$ cat src/rtl/vscale_bus_nslave.sv
// rtl/vscale_bus_nslave.sv - load/store master fanned out to NSLV address-decoded slaves
// Byte strobes, load alignment/extension, wait-state handshake and error responses.
module vscale_bus_nslave #(
    parameter int                   NSLV     = 3,
    parameter int                   ADDR_W   = 32,
    parameter int                   RGN_W    = 12,
    parameter logic [NSLV*RGN_W-1:0] SLV_BASE = {12'h200, 12'h001, 12'h000},
    parameter int                   SLV_AW   = 14,
    parameter int                   TIMEOUT  = 15
) (
    input  logic                 clk_i,
    input  logic                 reset,
    input  logic                 m_req,
    input  logic                 m_wen,
    input  logic [2:0]           m_size,
    input  logic [ADDR_W-1:0]    m_addr,
    input  logic [31:0]          m_wdata,
    output logic                 m_ready,
    output logic                 m_rvalid,
    output logic [31:0]          m_rdata,
    output logic                 m_err,
    output logic [NSLV-1:0]      s_req,
    output logic                 s_wen,
    output logic [SLV_AW-1:0]    s_addr,
    output logic [3:0]           s_wstrb,
    output logic [31:0]          s_wdata,
    input  logic [NSLV*32-1:0]   s_rdata,
    input  logic [NSLV-1:0]      s_ack
);
    localparam int SEL_W = (NSLV > 1) ? $clog2(NSLV) : 1;
    localparam int CNT_W = $clog2(TIMEOUT + 1);

    typedef enum logic [1:0] {ST_IDLE, ST_ACCESS, ST_RESP} state_t;

    state_t              r_state, w_next;
    logic                r_wen;
    logic [2:0]          r_size;
    logic [SLV_AW+1:0]   r_addr;
    logic [31:0]         r_wdata;
    logic [SEL_W-1:0]    r_sel;
    logic                r_err;
    logic [CNT_W-1:0]    r_cnt;
    logic [31:0]         r_rdata;

    logic                w_hit, w_legal, w_ack, w_expired;
    logic [SEL_W-1:0]    w_dec_sel;
    logic [31:0]         w_word, w_shift, w_load;
    logic                w_unused_addr;

    assign w_unused_addr = ^m_addr;

    // Descending scan so the lowest matching index overrides the others.
    always_comb begin
        w_hit     = 1'b0;
        w_dec_sel = '0;
        for (int i = NSLV - 1; i >= 0; i--) begin
            if (m_addr[ADDR_W-1 -: RGN_W] == SLV_BASE[i*RGN_W +: RGN_W]) begin
                w_hit     = 1'b1;
                w_dec_sel = SEL_W'(i);
            end
        end
    end

    always_comb begin
        w_legal = 1'b0;
        case (m_size)
            3'd0, 3'd4: w_legal = 1'b1;
            3'd1, 3'd5: w_legal = ~m_addr[0];
            3'd2:       w_legal = (m_addr[1:0] == 2'b00);
            default:    w_legal = 1'b0;
        endcase
    end

    assign w_ack     = s_ack[r_sel];
    assign w_expired = (r_cnt == CNT_W'(TIMEOUT - 1));
    assign w_word    = s_rdata[r_sel*32 +: 32];
    assign w_shift   = w_word >> {r_addr[1:0], 3'b000};

    always_comb begin
        w_load = w_shift;
        case (r_size)
            3'd0:    w_load = {{24{w_shift[7]}}, w_shift[7:0]};
            3'd4:    w_load = {24'h0, w_shift[7:0]};
            3'd1:    w_load = {{16{w_shift[15]}}, w_shift[15:0]};
            3'd5:    w_load = {16'h0, w_shift[15:0]};
            default: w_load = w_shift;
        endcase
    end

    always_ff @(posedge clk_i) begin
        if (reset) r_state <= ST_IDLE;
        else       r_state <= w_next;
    end

    always_comb begin
        w_next = r_state;
        case (r_state)
            ST_IDLE:   if (m_req) w_next = (w_legal && w_hit) ? ST_ACCESS : ST_RESP;
            ST_ACCESS: if (w_ack || w_expired) w_next = ST_RESP;
            ST_RESP:   w_next = ST_IDLE;
            default:   w_next = ST_IDLE;
        endcase
    end

    always_ff @(posedge clk_i) begin
        if (reset) begin
            r_wen   <= 1'b0;
            r_size  <= '0;
            r_addr  <= '0;
            r_wdata <= '0;
            r_sel   <= '0;
            r_err   <= 1'b0;
            r_cnt   <= '0;
            r_rdata <= '0;
        end else begin
            case (r_state)
                ST_IDLE: if (m_req) begin
                    r_wen   <= m_wen;
                    r_size  <= m_size;
                    r_addr  <= m_addr[SLV_AW+1:0];
                    r_wdata <= m_wdata;
                    r_sel   <= w_dec_sel;
                    r_err   <= ~(w_legal & w_hit);
                    r_cnt   <= '0;
                    r_rdata <= '0;
                end
                ST_ACCESS: begin
                    // An ack in the expiry cycle still wins over the timeout.
                    if (w_ack) begin
                        r_rdata <= r_wen ? 32'h0 : w_load;
                        r_err   <= 1'b0;
                    end else if (w_expired) begin
                        r_err   <= 1'b1;
                    end else begin
                        r_cnt   <= r_cnt + 1'b1;
                    end
                end
                default: begin
                    r_rdata <= '0;
                    r_err   <= 1'b0;
                end
            endcase
        end
    end

    assign m_ready  = (r_state == ST_IDLE);
    assign m_rvalid = (r_state == ST_RESP);
    assign m_err    = m_rvalid & r_err;
    assign m_rdata  = r_rdata;
    assign s_req    = (r_state == ST_ACCESS) ? (NSLV'(1) << r_sel) : '0;
    assign s_wen    = r_wen;
    assign s_addr   = r_addr[SLV_AW+1:2];

    always_comb begin
        s_wstrb = 4'h0;
        s_wdata = r_wdata;
        case (r_size[1:0])
            2'd0: begin
                s_wstrb = 4'b0001 << r_addr[1:0];
                s_wdata = {4{r_wdata[7:0]}};
            end
            2'd1: begin
                s_wstrb = 4'b0011 << r_addr[1:0];
                s_wdata = {2{r_wdata[15:0]}};
            end
            default: s_wstrb = 4'hF;
        endcase
        if (!r_wen) s_wstrb = 4'h0;
    end
endmodule

$ cat config.mk
export PLATFORM = sky130hd
export DESIGN_NAME = vscale_bus_nslave
export DESIGN_NICKNAME = d
export VERILOG_FILES = /design/src/rtl/vscale_bus_nslave.sv
export SDC_FILE = /design/constraint.sdc
export NUM_CORES = 1
export LEC_CHECK = 0
export BUFFER_PORTS_ARGS = -buffer_cell sky130_fd_sc_hd__buf_2
export CAP_MARGIN = 20
export CELL_PAD_IN_SITES_DETAIL_PLACEMENT = 2
export CELL_PAD_IN_SITES_GLOBAL_PLACEMENT = 2
export CORE_ASPECT_RATIO = 0.5
export CORE_MARGIN = 2
export CORE_UTILIZATION = 27
export CTS_CLUSTER_SIZE = 30
export DETAILED_ROUTE_END_ITERATION = 6
export PLACE_DENSITY = 0.9
export SLEW_MARGIN = 20
export SYNTH_ARGS = -nofsm -noshare
export SYNTH_HDL_FRONTEND = slang
export SYNTH_SLANG_ARGS = --single-unit
$ cat constraint.sdc
create_clock -name clk_i -period 4.9 [get_ports clk_i]
set_input_delay 0.245 -clock clk_i [delete_from_list [all_inputs] [get_ports clk_i]]
set_output_delay 0.245 -clock clk_i [all_outputs]
set_load 0.1 [all_outputs]
==> results_dict.tcl <==
set metrics [dict create \
    yosys_warnings 0 \
    initialDrtViolationCount 165 \
    p_leak_nw 3.07 \
    required_ps 5180 \
    grt_overflow 0 \
    end_kind "register" \
    place_hpwl_um 16700 \
    io_pins 259 \
    io_buffers 254 \
    finalSetupViolations 0 \
    synth_common_cells "nand2_1, dfxtp_1, a21oi_1, mux2i_1, nor2_1" \
    antenna_left 0 \
    whs_ps 133 \
    drc 0 \
    grt_pass1_wl_um 33700 \
    h-tree-depth 3 \
    synthArstFlopShare 0 \
    ctsHoldBuffers 0 \
    fin_tns_setup_ps 0 \
    cts_buffer_depth 2 \
    area_growth_syn_to_layout_pct 31.1 \
    min_period_ps 2990 \
    num-nets-final 995 \
    routed_wl_um 22100 \
    final.setup_skew_ps 9.69 \
    ys_ff_latch 93 \
    hold_path.class "input pin to register" \
    cts_tree "yes" \
    yosys.cell_types.count 54 \
    rsz0062_at_grt "no" \
    cts-buffers-inserted 9 \
    p_per_area_mw_per_mm2 307 \
    vias_per_cell 5.12 \
    timing.final.crit_share 0.610 \
    die-area_mm2 0.0204 \
    status "completed" \
    worst_pin_slew_ps 1100 \
    synth_area_leaders "dfxtp_1, nand2_1, mux2i_1" \
    die_w_um 200 \
    syn-num-nets 791 \
    grt_pass1_vias 6068 \
    syn_inst 619 \
    drive_above_1_share 0.377 \
    yosysTopAreaCellShare 0.358 \
    cp.arrival_ps 3270 \
    synth_seq_area_share 0.358 \
    hold_violations 0 \
    cts_root_buffer "clkbuf_16" \
    num_vias 5575 \
    drv_cap 0 \
    grt.total_usage 0.212 \
    start_kind "register" \
    start_util 0.279 \
    num_rows 35 \
    drt_pre_antenna_iters 4 \
    regArea_mm2 0.00186 \
    yosysTopAreaCell "dfxtp_1" \
    antenna_found_initial 5 \
    syn-cell-area_mm2 0.00519 \
    path_clk_slew_ps 70 \
    globalplace.congestion 0.832 \
    ys.flop_type "dfxtp_1" \
    worst-path-max-fanout 22 \
    fmax_mhz 335 \
    slew_viol_final 0 \
    cts.sinks 93 \
    multi_input_area_mm2 0.00296 \
    die_y_um 102 \
    coreArea_mm2 0.0186 \
    post_cts_buffers 0 \
    synth_edf_count 0 \
    grt_max_degree 68 \
    cts_resized 0 \
    nFillCells 2174 \
    relSlewSlack 0.259 \
    yosysMostFrequentCell "nand2_1" \
    wl_per_cell_um 20.3 \
    ir_drop_mv 0.169 \
    critical_path_class "register to register" \
    clock_latency_ps 350 \
    avgSynthCellArea_um2 8.39 \
]
## state kept, by name, summed over array words and instances (netlist names)
signal,count
r_size,3
r_wdata,32
r_sel,2
s_wen,1
r_err,1
r_cnt,4
m_rdata,32
r_state,2
r_addr,16
## power by group
part	internal [mW]	switching (mW)
logic	0.137	0.367
registers	0.782	0.0291
clock network	0.446	0.327
## worst paths after layout
check | cells after the start | start | slack [ps] | endpoint
worst max-delay path | 5 | r_addr[0] | 1910 | m_rdata[14]
worst min-delay path | 3 | m_wdata[6] | 130 | r_wdata[6]
worst max register to register | 5 | r_addr[0] | 1910 | m_rdata[14]
worst min register to register | 2 | r_addr[6] | 460 | r_addr[6]
## worst max-delay path, stage by stage, from the launching register on
cell	delay [ps]
dfxtp_1	970
inv_2	370
nor3_1	980
a22oi_1	260
nand3_1	180
a22o_1	150
## cells in the final DEF, fill, tap and decap left out, drive strengths merged, types with 6 or more instances in the layout
cell type	synthesis	layout
a21oi	59	59
mux4	7	7
o2bb2ai	22	22
nand3	9	9
mux2	16	16
nor2	36	36
clkbuf	28	9
nor2b	12	12
a22o	14	14
o21ai	16	16
nand2b	6	6
buf	40	261
nor3	13	13
dfxtp	93	93
a211o	10	10
a22oi	7	7
mux2i	45	45
a221o	6	6
nand2	129	129
## logic make-up after synthesis
| kind of cell | count (synthesis) | share of synthesized area |
|---|---|---|
| adder cells (fa/ha/maj) | 2 | 0.00482 |
| XOR/XNOR | 4 | 0.00674 |
| multiplexers | 68 | 0.152 |
| AO/OA/AOI/OAI | 155 | 0.209 |
| buffers and inverters | 73 | 0.0752 |
| flip-flops | 93 | 0.358 |
| AND/OR/NAND/NOR | 224 | 0.194 |
## metrics by stage
step | setup slack (ps) | util | instances | power [mW] | cell area [um^2]
3_5_place_dp | 2080 | 0.348 | 1071 | 1.33 | 6480
5_1_grt | 1820 | 0.366 | 1089 | 2.17 | 6810
2_1_floorplan | 1480 | - | 619 | 1.19 | 5190
3_3_place_gp | 2240 | 0.348 | 1071 | 1.31 | 6480
4_1_cts | 2010 | 0.365 | 1085 | 2.11 | 6790
6_report | 1910 | 0.366 | 1089 | 2.09 | 6810
## per-layer routing
metal / global-route usage / part of all wire
met3: 0.0497 / 0.047
met2: 0.406 / 0.52
met4: 0.0832 / 0.031
met5: 0 / 0
met1: 0.231 / 0.40
## cell type report
type	instances	share of cell area
clock buffer	9	0.0331
timing repair buffer	261	0.194
multi-input combinational	453	0.435
clock inverter	5	0.0127
tap	259	0.0476
inverter	5	0.00276
antenna	4	0.00147
sequential	93	0.274
Power figures use the tool's default switching activity.
